### src/rtl/bcd_counter_pkg.sv
`default_nettype none
// ============================================================================
// Package     : bcd_pkg
// Description : Shared BCD constants, the digit type and a validity helper
//               used by the cascaded BCD counter.
// Revision    : 1.0 - initial release
// ============================================================================
package bcd_pkg;

    localparam int BCD_MAX = 9;
    localparam int BCD_W   = 4;

    typedef logic [BCD_W-1:0] bcd_digit_t;

    // True for the six codes 10..15 that are not legal decimal digits
    function automatic logic bcd_invalid(input bcd_digit_t v);
        return (v > bcd_digit_t'(BCD_MAX));
    endfunction

endpackage
`default_nettype wire

### src/rtl/bcd_counter_if.sv
`default_nettype none
// ============================================================================
// Interface   : bcd_counter_if
// Description : Control / data bundle between a BCD counter and its driver.
//               The dn (direction) signal exists only when
//               BCD_COUNTER_DOWN_EN is defined.
// Revision    : 1.0 - initial release
// ============================================================================
interface bcd_counter_if #(
    parameter int DIGITS = 4
) ();
    import bcd_pkg::*;

    logic                      en;
    logic                      ld;
    logic [BCD_W*DIGITS-1:0]   d;
    logic [BCD_W*DIGITS-1:0]   q;
    logic                      co;
    logic                      err;
`ifdef BCD_COUNTER_DOWN_EN
    logic                      dn;
`endif

`ifdef BCD_COUNTER_DOWN_EN
    modport master (output en, ld, d, dn, input q, co, err);
    modport slave  (input en, ld, d, dn, output q, co, err);
`else
    modport master (output en, ld, d, input q, co, err);
    modport slave  (input en, ld, d, output q, co, err);
`endif

endinterface
`default_nettype wire

### src/rtl/bcd_counter_digit.sv
`default_nettype none
// ============================================================================
// Module      : bcd_digit
// Description : One decade of the BCD counter. Advances when the global step
//               and its carry-in are both set; reports carry-out when it is
//               also at its terminal value (9 counting up, 0 counting down).
// Revision    : 1.0 - initial release
// ============================================================================
module bcd_digit
    import bcd_pkg::*;
(
    input  wire logic       clk,
    input  wire logic       rst,
    input  wire logic       i_step,
    input  wire logic       i_cin,
    input  wire logic       i_dir,
    input  wire logic       i_load,
    input  wire bcd_digit_t i_ld_val,
    output bcd_digit_t      o_digit,
    output logic            o_cout
);

    localparam bcd_digit_t C_MAX  = bcd_digit_t'(BCD_MAX);
    localparam bcd_digit_t C_ZERO = '0;

    bcd_digit_t r_digit;
    bcd_digit_t w_next;
    logic       w_adv;
    logic       w_terminal;

    assign w_adv      = i_step & i_cin;
    assign w_terminal = i_dir ? (r_digit == C_ZERO) : (r_digit == C_MAX);
    assign o_cout     = w_adv & w_terminal;
    assign o_digit    = r_digit;

    // Next value of this decade when it advances, wrapping 9<->0
    always_comb begin
        w_next = r_digit;
        if (i_dir) begin
            w_next = w_terminal ? C_MAX : (r_digit - bcd_digit_t'(1));
        end else begin
            w_next = w_terminal ? C_ZERO : (r_digit + bcd_digit_t'(1));
        end
    end

    // Digit register: reset, then load (illegal codes load as 0), then advance
    always_ff @(posedge clk) begin
        if (rst) begin
            r_digit <= C_ZERO;
        end else if (i_load) begin
            r_digit <= bcd_invalid(i_ld_val) ? C_ZERO : i_ld_val;
        end else if (w_adv) begin
            r_digit <= w_next;
        end
    end

endmodule
`default_nettype wire

### src/rtl/bcd_counter.sv
`default_nettype none
// ============================================================================
// Module      : bcd_counter
// Description : Cascaded DIGITS-decade BCD counter with a DIV prescaler,
//               synchronous load with illegal-digit flag and a combinational
//               carry/borrow out. Define BCD_COUNTER_DOWN_EN to add the dn
//               input and bidirectional counting.
// Revision    : 1.0 - initial release
// ============================================================================
module bcd_counter
    import bcd_pkg::*;
#(
    parameter int DIGITS = 4,
    parameter int DIV    = 1
) (
    input  wire logic    clk,
    input  wire logic    rst,
    bcd_counter_if.slave bus
);

    localparam int             PRE_W      = (DIV > 1) ? $clog2(DIV) : 1;
    localparam logic [PRE_W-1:0] C_PRE_LAST = PRE_W'(DIV - 1);

    logic [PRE_W-1:0] r_pre;
    logic             r_err;
    logic             w_pre_last;
    logic             w_step;
    logic             w_dir;
    logic [DIGITS:0]  w_carry;
    logic [DIGITS-1:0] w_bad;

    // A load or reset in the same cycle suppresses the step so CO stays low
    assign w_pre_last = (r_pre == C_PRE_LAST);
    assign w_step     = bus.en & w_pre_last & ~bus.ld & ~rst;
    assign w_carry[0] = 1'b1;

`ifdef BCD_COUNTER_DOWN_EN
    assign w_dir = bus.dn;
`else
    assign w_dir = 1'b0;
`endif

    // Prescaler: counts enabled cycles 0..DIV-1, cleared by reset and load
    always_ff @(posedge clk) begin
        if (rst || bus.ld) begin
            r_pre <= '0;
        end else if (bus.en) begin
            r_pre <= w_pre_last ? '0 : (r_pre + PRE_W'(1));
        end
    end

    generate
        for (genvar gi = 0; gi < DIGITS; gi++) begin : g_digit
            bcd_digit_t w_q;

            assign w_bad[gi] = bcd_invalid(bus.d[gi*BCD_W +: BCD_W]);
            assign bus.q[gi*BCD_W +: BCD_W] = w_q;

            bcd_digit u_digit (
                .clk      (clk),
                .rst      (rst),
                .i_step   (w_step),
                .i_cin    (w_carry[gi]),
                .i_dir    (w_dir),
                .i_load   (bus.ld),
                .i_ld_val (bus.d[gi*BCD_W +: BCD_W]),
                .o_digit  (w_q),
                .o_cout   (w_carry[gi+1])
            );
        end
    endgenerate

    // Error flag reflects only the load taken on the most recent edge
    always_ff @(posedge clk) begin
        if (rst) begin
            r_err <= 1'b0;
        end else begin
            r_err <= bus.ld & (|w_bad);
        end
    end

    assign bus.co  = w_carry[DIGITS];
    assign bus.err = r_err;

endmodule
`default_nettype wire
### src/flat_wrapper.sv
// flat-port wrapper written by rule: the top's interface ports become plain ports
module bcd_counter_flat import bcd_pkg::*;
#(
    parameter int DIGITS = 4,
    parameter int DIV    = 1
)
  (clk, rst, bus_en, bus_ld, bus_d, bus_q, bus_co, bus_err);
  bcd_counter_if #(.DIGITS(DIGITS)) bus_i ();
  input  wire logic clk;
  input  wire logic rst;
  input wire logic [$bits(bus_i.en)-1:0] bus_en;
  input wire logic [$bits(bus_i.ld)-1:0] bus_ld;
  input wire logic [$bits(bus_i.d)-1:0] bus_d;
  output wire logic [$bits(bus_i.q)-1:0] bus_q;
  output wire logic [$bits(bus_i.co)-1:0] bus_co;
  output wire logic [$bits(bus_i.err)-1:0] bus_err;
  assign bus_i.en = bus_en;
  assign bus_i.ld = bus_ld;
  assign bus_i.d = bus_d;
  assign bus_q = bus_i.q;
  assign bus_co = bus_i.co;
  assign bus_err = bus_i.err;
  bcd_counter #(.DIGITS(DIGITS), .DIV(DIV)) u_core (.clk(clk), .rst(rst), .bus(bus_i));
endmodule
### config.mk
export PLATFORM = sky130hd
export DESIGN_NAME = bcd_counter_flat
export DESIGN_NICKNAME = d
export VERILOG_FILES = /design/src/rtl/bcd_counter_pkg.sv /design/src/rtl/bcd_counter_if.sv /design/src/rtl/bcd_counter_digit.sv /design/src/rtl/bcd_counter.sv /design/src/flat_wrapper.sv
export SDC_FILE = /design/constraint.sdc
export NUM_CORES = 1
export LEC_CHECK = 0
export CORE_ASPECT_RATIO = 1.2
export CORE_MARGIN = 3
export CORE_UTILIZATION = 50
export CTS_CLUSTER_DIAMETER = 120
export CTS_CLUSTER_SIZE = 8
export DETAILED_ROUTE_END_ITERATION = 8
export DONT_BUFFER_PORTS = 1
export PLACE_DENSITY = 0.7
export SYNTH_ARGS = -nofsm -noshare
export SYNTH_HDL_FRONTEND = slang
export SYNTH_SLANG_ARGS = --single-unit
### constraint.sdc
create_clock -name clk -period 4.3 [get_ports clk]
set_clock_uncertainty 0.05 [all_clocks]
set_input_delay 0.215 -clock clk [delete_from_list [all_inputs] [get_ports clk]]
set_output_delay 0.215 -clock clk [all_outputs]
set_load 0.05 [all_outputs]
==> results of run 1 <==
-- state kept, by name, indices dropped and copies added, names as in the netlist --
register and count:
u_core.g_digit.u_digit.o_digit 16, u_core.bus.err 1
-- worst max-delay path by stage --
stage / depth (start not counted) / slack (ns) / to
6_report: 3 / 1.59 / bus_co
5_1_grt: 3 / 1.44 / bus_co
2_1_floorplan: 4 / 1.87 / u_core.g_digit[2].u_digit.o_digit[3]$_SDFFE_PP0P_
3_5_place_dp: 4 / 1.80 / u_core.g_digit[2].u_digit.o_digit[3]$_SDFFE_PP0P_
3_3_place_gp: 4 / 1.82 / u_core.g_digit[2].u_digit.o_digit[3]$_SDFFE_PP0P_
4_1_cts: 3 / 1.58 / bus_co
-- logic make-up after synthesis --
family | count (synthesis) | share of synthesized area [%]
multiplexers | 3 | 2.72
flip-flops | 17 | 30.8
AO/OA/AOI/OAI | 39 | 23.2
AND/OR/NAND/NOR | 57 | 33.0
XOR/XNOR | 7 | 5.55
buffers and inverters | 12 | 4.76
-- power breakdown --
part,leakage (nW),switching [mW],total [mW],internal [mW]
clock,0.0150,0.0528,0.0889,0.0361
combinational,0.231,0.0201,0.0409,0.0208
sequential,0.140,0.0459,0.212,0.166
-- routing by layer --
layer,routed length (um),vias to the layer above,GRT usage (%)
li1,-,521,-
met1,1190,491,25.5
met2,1250,37,32.8
met3,234,6,6.27
met4,59,0,9.76
met5,0,-,0
-- area by class of cell --
class / count / share of cell area [%]
repair buffers: 4 / 3.39
flip-flops and latches: 17 / 28.8
inverters: 7 / 2.22
well taps: 30 / 3.17
clock buffers: 4 / 2.22
multi-input cells: 106 / 60.2
-- stage by stage --
step                      area, um2  setup WS, ns
after floorplan                1100          1.87
after global placement         1120          1.82
after detailed placement       1120          1.80
after CTS                      1180          1.58
after global routing           1180          1.44
final                          1180          1.59
-- worst reg2reg max path, stage by stage (launching register included) --
cell     delay [ns]
dfxtp_1        0.72
or4b_4         0.58
or4_4          0.52
and3_1         0.19
or3_1          0.35
-- cells in the final DEF (no fill, tap or decap), types with 3 or more instances in the layout --
cell type	n
nand3b_1	3
o21ai_0	8
nor2_1	6
a211oi_1	7
clkbuf_4	3
dfxtp_1	17
nand2_1	9
mux2i_1	3
xnor2_1	6
nand3_1	7
inv_1	7
dlygate4sd3_1	4
a21oi_1	12
==> summary.md, run 1 <==
| Metric | Value |
|---|---|
| Power per cell area | `289 nW/um2` |
| CP cell instances | `or4b_4 > nor2_1 > and4_1` |
| Most frequent cell after synthesis | `dfxtp_1` |
| Final-stage net count | `159` |
| Seq cells post-synth | `17` |
| Critical path class | `reg -> out` |
| Layout area overhead | `7.02%` |
| R2r endpoint | `u_core.g_digit[2].u_digit.o_digit[3]$_SDFFE_PP0P_` |
| Filler cell count | `212` |
| GRT overflow | `0` |
| Max Fclk | `0.368 GHz` |
| Crit path from | `u_core.g_digit[0].u_digit.o_digit[3]$_SDFFE_PP0P_` |
| Die outline height | `57.5 um` |
| Power Total | `0.342 mW` |
| Post-synth EDFFs | `0` |
| DP Cell Count | `160` |
| CP Launch Type | `register` |
| Slew Viols, Final | `0` |
| CP max FO | `7` |
| Min-Delay Endpoint | `u_core.g_digit[0].u_digit.o_digit[3]$_SDFFE_PP0P_` |
| CP delay by family, top | `simple AND/OR/NAND/NOR gates` |
| Status | `finished clean` |
| Post-Route Setup TNS | `0 ns` |
| RSZ-0062 raised after global routing | `no` |
| Final setup viols | `0` |
| DR iter-0 viols | `27` |
| Reg2Reg Depth | `4` |
| CTS tree | `yes` |
| Max-slew headroom | `52.3%` |
| Post-CTS Resized | `0` |
| Required @ worst endpoint | `4.03 ns` |
| Peak supply drop | `0.267 mV` |
| PortBufs | `0` |
| Final worst-path cycle share | `63.1%` |
| Final ANT Viol Nets | `0` |
| Post-synthesis instance total | `135` |
| Worst path bufs/invs | `0` |
| WHS Path Cells | `2` |
| Global-route wire length before repair | `4.57 mm` |
| CTS Buf Count | `3` |
| Ys Warns | `0` |
| Hold path start | `bus_ld` |
| Synth cell count leaders | `dfxtp_1 (17), a21oi_1 (12), nand2_1 (9)` |
| Via-per-instance ratio | `6.28` |
| Clock Latency Late Sink | `0.29 ns` |
| Hold crit path type | `in -> reg` |
| Htree depth | `1` |
| Leading area contributor after synthesis | `dfxtp_1` |
| Routed len/inst | `16.3 um` |
| Antenna violations before repair | `0` |
| Synth top area cells | `dfxtp_1 (31%), a21oi_1 (5.4%), a211oi_1 (4.8%)` |
| WL final | `2.74 mm` |
| Setup crit end kind | `output pin` |
| FF+latch area | `340 um2` |
| CTS max path bufs | `2` |
| Final hold violation count | `0` |
| # DRC | `0` |
| Worst hold margin | `0.0216 ns` |
| Layout Cells excl Fill | `168` |
| Die Width | `48.9 um` |
| First drt pass iteration count | `4` |
| FFs w/ async S/R, synth | `0%` |
| Routed via count | `1055` |
| Hold-fix buffers at CTS | `4` |
| Avg Cell Area, Syn | `8.18 um2` |
| Register area share after synthesis | `30.8%` |
| Reg2reg start | `u_core.g_digit[0].u_digit.o_digit[3]$_SDFFE_PP0P_` |
| Starting density of the core | `53.3%` |
| Worst stage delay on the critical path | `0.72 ns` |
| N_diodes | `0` |
| Core Region | `2070 um2` |
| Postcts setup bufs | `0` |
| Multi-input combinational cell area | `712 um2` |
| Vias in the first global route | `1012` |
| CTS root buffer | `clkbuf_4` |
| Clock sink total | `17` |
| Layout cells sized above 1 | `6.52%` |
| FF-to-FF setup slack | `1.79 ns` |
| GRT Util Overall | `20.6%` |
| Worst-path clk slew | `0.10 ns` |
| Top FF cell, synth | `dfxtp_1` |
| Row count | `18` |
| Worst Path Arrival | `2.45 ns` |
| Die footprint | `2810 um2` |
| Post-layout util | `57.1%` |
| Placer Congestion | `0.735` |
| Min Tclk post-route | `2.71 ns` |
| Worst-Margin Slew | `0.715 ns` |
| Area share of the largest cell type after synthesis | `30.8%` |
| Ports | `38` |
| Yosys cell types | `47` |
| Leak pwr | `0.386 nW` |
| Syn nets | `155` |
| CP max stage cell | `dfxtp_1` |
| Synthesized area | `1100 um2` |
| Largest net degree at the start of global routing | `17` |
| Post-DP HPWL | `1.97 mm` |
| Max cap viols | `0` |
(Power assumes the default switching activity.)
==> run 2: changes to the inputs <==
==> constraint.sdc (replaced) <==
create_clock -name clk -period 2.5 [get_ports clk]
set_clock_uncertainty 0.05 [all_clocks]
set_input_delay 0.125 -clock clk [delete_from_list [all_inputs] [get_ports clk]]
set_output_delay 0.125 -clock clk [all_outputs]
set_load 0.05 [all_outputs]
==> summary.md, run 2 (synthesized netlist as in run 1, its figures left out) <==
| Metric | Value |
|---|---|
| Power per cell area | `443 nW/um2 (was 289 nW/um2)` |
| Row count | `18 (unchanged)` |
| Max Fclk | `0.422 GHz` |
| Layout Cells excl Fill | `196 (was 168)` |
| Final hold violation count | `0 (unchanged)` |
| Routed via count | `1201 (was 1055)` |
| Slew Viols, Final | `0 (unchanged)` |
| Placer Congestion | `0.810 (was 0.735)` |
| Worst-Margin Slew | `0.710 ns (was 0.715 ns)` |
| Multi-input combinational cell area | `719 um2 (was 712 um2)` |
| Routed len/inst | `17.4 um (was 16.3 um)` |
| Clock Latency Late Sink | `0.30 ns (was 0.29 ns)` |
| Via-per-instance ratio | `6.13 (was 6.28)` |
| Setup crit end kind | `register (was output pin)` |
| CTS tree | `yes (unchanged)` |
| DR iter-0 viols | `26 (was 27)` |
| # DRC | `0 (unchanged)` |
| CP delay by family, top | `simple AND/OR/NAND/NOR gates (unchanged)` |
| Ports | `38 (unchanged)` |
| CTS max path bufs | `2 (unchanged)` |
| Final ANT Viol Nets | `0 (unchanged)` |
| Min Tclk post-route | `2.37 ns` |
| Global-route wire length before repair | `5.68 mm (was 4.57 mm)` |
| Core Region | `2070 um2 (unchanged)` |
| Vias in the first global route | `1242 (was 1012)` |
| Die footprint | `2810 um2 (unchanged)` |
| Max-slew headroom | `52.6% (was 52.3%)` |
| Layout cells sized above 1 | `15.7% (was 6.52%)` |
| Hold crit path type | `in -> reg (unchanged)` |
| Peak supply drop | `0.307 mV (was 0.267 mV)` |
| Commonest cells after routing, fill and taps aside | `dlygate4sd3_1 (17), dfxtp_1 (17), buf_4 (15) (was dfxtp_1 (17), a21oi_1 (12), nand2_1 (9))` |
| Worst Path Arrival | `2.57 ns (was 2.45 ns)` |
| Starting density of the core | `53.3% (unchanged)` |
| WL final | `3.41 mm (was 2.74 mm)` |
| CTS root buffer | `clkbuf_4 (unchanged)` |
| Power Total | `0.635 mW (was 0.342 mW)` |
| N_diodes | `0 (unchanged)` |
| RSZ-0062 raised after global routing | `no (unchanged)` |
| CP max stage cell | `dlygate4sd3_1 (was dfxtp_1)` |
| PortBufs | `0 (unchanged)` |
| Max reg flops | `16 (unchanged)` |
| Final-stage net count | `187 (was 159)` |
| Largest net degree at the start of global routing | `16 (was 17)` |
| CP cell instances | `or4b_4 > nor2_4 > a2bb2o_1 > a221oi_1 > dlygate4sd3_1 (was or4b_4 > nor2_1 > and4_1)` |
| CP Launch Type | `register (unchanged)` |
| Antenna violations before repair | `0 (unchanged)` |
| Post-layout util | `69.2% (was 57.1%)` |
| FF-to-FF setup slack | `0.13 ns (was 1.79 ns)` |
| Post-DP HPWL | `2.16 mm (was 1.97 mm)` |
| GRT Util Overall | `25.3% (was 20.6%)` |
| Postcts setup bufs | `0 (unchanged)` |
| Die outline height | `57.5 um (unchanged)` |
| Layout area overhead | `29.8% (was 7.02%)` |
| Final worst-path cycle share | `94.9%` |
| Worst setup margin | `0.128 ns (was 1.59 ns)` |
| Max cap viols | `0 (unchanged)` |
| First drt pass iteration count | `4 (unchanged)` |
| Die Width | `48.9 um (unchanged)` |
| Leak pwr | `0.525 nW (was 0.386 nW)` |
| CTS Buf Count | `3 (unchanged)` |
| GRT overflow | `0 (unchanged)` |
| Final setup viols | `0 (unchanged)` |
| Htree depth | `1 (unchanged)` |
| Filler cell count | `185 (was 212)` |
| CP max FO | `6 (was 7)` |
| Worst path bufs/invs | `1 (was 0)` |
| DP Cell Count | `175 (was 160)` |
| Pre-CTS WS | `0.401 ns (was 1.80 ns)` |
| Post-Route Setup TNS | `0 ns (unchanged)` |
| Worst stage delay on the critical path | `0.60 ns (was 0.72 ns)` |
| FF+latch area | `340 um2 (unchanged)` |
| Clock sink total | `17 (unchanged)` |
| Status | `finished clean (unchanged)` |
| Worst-path clk slew | `0.11 ns (was 0.10 ns)` |
| Critical path class | `reg -> reg (was reg -> out)` |
| Required @ worst endpoint | `2.70 ns (was 4.03 ns)` |
run 2: cell types whose count changed in the layout (fill, tap and decap cells not counted):
cell,previous run,this run
dlygate4sd3_1,4,17
clkinv_2,0,1
clkbuf_1,1,0
nor2_4,0,1
nor2_1,6,5
buf_4,0,15
run 2: cell type report:
class	instances	area share (%)
Timing Repair Buffer	32	19.7
Tap cell	30	2.62
Multi-Input combinational cell	106	50.2
Clock inverter	1	0.349
Inverter	7	1.83
Sequential cell	17	23.7
Clock buffer	3	1.57
run 2: worst paths after layout:
check                                                    startpoint                                                 to  cells past startpoint
setup / recovery  u_core.g_digit[0].u_digit.o_digit[2]$_SDFFE_PP0P_  u_core.g_digit[1].u_digit.o_digit[2]$_SDFFE_PP0P_                      5
hold / removal                                                  rst  u_core.g_digit[3].u_digit.o_digit[1]$_SDFFE_PP0P_                      2
hold reg to reg   u_core.g_digit[3].u_digit.o_digit[3]$_SDFFE_PP0P_  u_core.g_digit[3].u_digit.o_digit[3]$_SDFFE_PP0P_                      3
setup reg to reg  u_core.g_digit[0].u_digit.o_digit[2]$_SDFFE_PP0P_  u_core.g_digit[1].u_digit.o_digit[2]$_SDFFE_PP0P_                      5
run 2: layer usage:
metal	global-route usage (%)	wire length, um
met5	0	0
met4	7.32	23
met3	6.01	218
met2	44.7	1740
met1	30.5	1430
run 2: timing repair:
action,CTS,global route
hold endpoints to repair,15,1
resized for setup,0,2
hold buffers,16,1
endpoints found under the setup margin,0,1
run 2: power by group:
part,switching [mW],internal [mW],total (mW)
logic,0.108,0.0637,0.172
clock network,0.0991,0.0596,0.159
registers,0.0176,0.286,0.304
total,0.225,0.409,0.635
run 2: metrics by stage:
step	instance area, um2	hold slack (ns)
2_1_floorplan	1100	0.184
3_3_place_gp	1230	0.150
3_5_place_dp	1230	0.148
4_1_cts	1420	0.000184
5_1_grt	1430	0.0240
6_report	1430	0.0265
==> run 3: changes to the inputs <==
--- a/config.mk
+++ b/config.mk
@@ -5,14 +5,14 @@
 export SDC_FILE = /design/constraint.sdc
 export NUM_CORES = 1
 export LEC_CHECK = 0
+export BUFFER_PORTS_ARGS = -buffer_cell sky130_fd_sc_hd__buf_2
 export CORE_ASPECT_RATIO = 1.2
-export CORE_MARGIN = 3
-export CORE_UTILIZATION = 50
+export CORE_MARGIN = 2
+export CORE_UTILIZATION = 49
 export CTS_CLUSTER_DIAMETER = 120
 export CTS_CLUSTER_SIZE = 8
 export DETAILED_ROUTE_END_ITERATION = 8
-export DONT_BUFFER_PORTS = 1
-export PLACE_DENSITY = 0.7
+export PLACE_DENSITY = 0.83
 export SYNTH_ARGS = -nofsm -noshare
 export SYNTH_HDL_FRONTEND = slang
 export SYNTH_SLANG_ARGS = --single-unit
==> summary.md, run 3 (synthesized netlist as in run 1, its figures left out) <==
| Metric | Value |
|---|---|
| Commonest cells after routing, fill and taps aside | `buf_2 (37), dfxtp_1 (17), a21oi_1 (12) (was dlygate4sd3_1 (17), dfxtp_1 (17), buf_4 (15))` |
| Peak supply drop | `0.287 mV (was 0.307 mV)` |
| Die outline height | `56.0 um (was 57.5 um)` |
| Routed via count | `1212 (was 1201)` |
| DR iter-0 viols | `35 (was 26)` |
| Max cap viols | `0 (unchanged)` |
| CTS Buf Count | `3 (unchanged)` |
| Reg2Reg Depth | `4 (was 5)` |
| P_int | `0.400 mW (was 0.409 mW)` |
| Power Total | `0.624 mW (was 0.635 mW)` |
| Layout area overhead | `20.8% (was 29.8%)` |
| Placer Congestion | `0.810 (about the same)` |
| Largest net degree at the start of global routing | `17 (was 16)` |
| Vias in the first global route | `1177 (was 1242)` |
| # DRC | `0 (unchanged)` |
| Post-DP HPWL | `2.25 mm (was 2.16 mm)` |
| Routed len/inst | `14.7 um (was 17.4 um)` |
| R2r endpoint | `u_core.g_digit[2].u_digit.o_digit[3]$_SDFFE_PP0P_ (was u_core.g_digit[1].u_digit.o_digit[2]$_SDFFE_PP0P_)` |
| Clock share of power | `24.9% (was 25.0%)` |
| CTS max path bufs | `2 (unchanged)` |
| Status | `finished with violations (was finished clean)` |
| Layout cells sized above 1 | `27.3% (was 15.7%)` |
| Antenna violations before repair | `0 (unchanged)` |
| GRT Util Overall | `24.7% (was 25.3%)` |
| FF-to-FF setup slack | `0.27 ns (was 0.13 ns)` |
| CP max FO | `9 (was 6)` |
| Setup crit end kind | `output pin (was register)` |
| Met1 Track Usage GR | `31.5% (was 30.5%)` |
| Reg2reg start | `u_core.g_digit[0].u_digit.o_digit[1]$_SDFFE_PP0P_ (was u_core.g_digit[0].u_digit.o_digit[2]$_SDFFE_PP0P_)` |
| Area after DPL | `1310 um2 (was 1230 um2)` |
| Critical path class | `reg -> out (was reg -> reg)` |
| Power per cell area | `467 nW/um2 (was 443 nW/um2)` |
| Post-Route Setup TNS | `0 ns (unchanged)` |
| Psw | `0.224 mW (was 0.225 mW)` |
| Most common cell after layout, fill and taps aside | `buf_2` |
| Starting density of the core | `52.7% (was 53.3%)` |
| N_diodes | `0 (unchanged)` |
| Hold-fix buffers at CTS | `0 (was 16)` |
| Die footprint | `2650 um2 (was 2810 um2)` |
| Min-Delay Endpoint | `u_core.g_digit[3].u_digit.o_digit[1]$_SDFFE_PP0P_ (unchanged)` |
| Clock Latency Late Sink | `0.30 ns (about the same)` |
| Fin area | `1340 um2 (was 1430 um2)` |
| Min Tclk post-route | `2.26 ns (was 2.37 ns)` |
| Worst hold margin | `-0.000758 ns (was 0.0265 ns)` |
| Clock sink total | `17 (unchanged)` |
| CTS root buffer | `clkbuf_4 (unchanged)` |
| Ports | `38 (unchanged)` |
| Worst Path Arrival | `2.09 ns (was 2.57 ns)` |
| Row count | `18 (unchanged)` |
| Final worst-path cycle share | `90.6% (was 94.9%)` |
| Hold crit path type | `in -> reg (unchanged)` |
| Switching Fraction | `35.8% (was 35.5%)` |
| Failing checks | `hold timing` |
| WL final | `2.97 mm (was 3.41 mm)` |
| Core Region | `2090 um2 (was 2070 um2)` |
| Seq pwr share | `49.6% (was 47.8%)` |
| Max reg flops | `16 (unchanged)` |
| Final hold violation count | `1 (was 0)` |
| Worst-path clk slew | `0.11 ns (about the same)` |
| Required @ worst endpoint | `2.33 ns (was 2.70 ns)` |
| Max-slew headroom | `69.0% (was 52.6%)` |
| Global-route wire length before repair | `4.99 mm (was 5.68 mm)` |
| Postcts setup bufs | `0 (unchanged)` |
| RSZ-0062 raised after global routing | `no (unchanged)` |
| CTS tree | `yes (unchanged)` |
| Grt met2 use | `40.9% (was 44.7%)` |
| Max Fclk | `0.442 GHz (was 0.422 GHz)` |
| Htree depth | `1 (unchanged)` |
| GRT overflow | `0 (unchanged)` |
| Hold path start | `bus_d[13] (was rst)` |
| Leak pwr | `0.542 nW (was 0.525 nW)` |
| Final ANT Viol Nets | `0 (unchanged)` |
| Post-CTS Resized | `0 (unchanged)` |
| Final-stage net count | `193 (was 187)` |
| CP Launch Type | `register (unchanged)` |
| WHS Path Cells | `3 (was 2)` |
| First drt pass iteration count | `4 (unchanged)` |
| Combinational share of power | `25.5% (was 27.1%)` |
| Slew Viols, Final | `0 (unchanged)` |
| Met3 usage | `2.60% (was 6.01%)` |
| Most used routing layer | `met2 (unchanged)` |
| Die Width | `47.3 um (was 48.9 um)` |
| Worst-Margin Slew | `0.465 ns (was 0.710 ns)` |
| PortBufs | `37 (was 0)` |
| Via-per-instance ratio | `6.00 (was 6.13)` |
| Final setup viols | `0 (unchanged)` |
run 3: cell count changes in the layout (fill, tap and decap cells not counted):
cell	change
buf_2	+37
dlygate4sd3_1	-17
buf_4	-14
clkbuf_1	+1
clkinv_2	-1
nor2_1	+1
nor2_4	-1
run 3: stage by stage:
stage | std cells | hold slack, ns | setup slack (ns) | utilization, %
after CTS | 202 | 0.00144 | 0.255 | 63.7
after detailed placement | 198 | 0.308 | 0.301 | 62.5
after global routing | 202 | 0.00510 | 0.145 | 63.7
final | 202 | -0.000758 | 0.235 | 63.7
after floorplan | 135 | 0.184 | 0.0721 | -
after global placement | 198 | 0.290 | 0.356 | 62.5
run 3: power by group through the flow:
stage                     registers [mW]  clock network (mW)  logic [mW]
after global routing               0.314               0.168       0.171
after floorplan                    0.363                   0      0.0600
after global placement             0.314                   0       0.155
after detailed placement           0.316                   0       0.158
final                              0.310               0.155       0.159
after CTS                          0.309               0.154       0.159
run 3: worst max path at each step:
stage	startpoint	to	slack, ns	depth (start not counted)
after global placement	u_core.g_digit[0].u_digit.o_digit[2]$_SDFFE_PP0P_	u_core.g_digit[2].u_digit.o_digit[3]$_SDFFE_PP0P_	0.36	4
after floorplan	u_core.g_digit[0].u_digit.o_digit[3]$_SDFFE_PP0P_	u_core.g_digit[2].u_digit.o_digit[3]$_SDFFE_PP0P_	0.07	4
after global routing	u_core.g_digit[0].u_digit.o_digit[1]$_SDFFE_PP0P_	bus_co	0.14	4
after detailed placement	u_core.g_digit[0].u_digit.o_digit[1]$_SDFFE_PP0P_	u_core.g_digit[2].u_digit.o_digit[3]$_SDFFE_PP0P_	0.30	4
after CTS	u_core.g_digit[0].u_digit.o_digit[1]$_SDFFE_PP0P_	bus_co	0.25	4
final	u_core.g_digit[0].u_digit.o_digit[1]$_SDFFE_PP0P_	bus_co	0.24	4
run 3: final cells by class:
type,instances,area [um2]
multi-input cells,106,712
flip-flops and latches,17,340
inverters,7,26.3
fillers,204,759
clock buffers,4,26.3
well taps,30,37.5
repair buffers,38,193
run 3: metal layers:
layer	part of all wire [%]	routed length [um]
met5	0	0
met4	1.7	51
met2	52	1550
met3	4.1	122
met1	42	1250
run 3: worst max-delay path, cell delays in order (launching register included):
cell and delay [ns]:
dfxtp_1 0.40, or4b_4 0.59, nor2_1 0.28, and4_1 0.25
buf_2 0.27
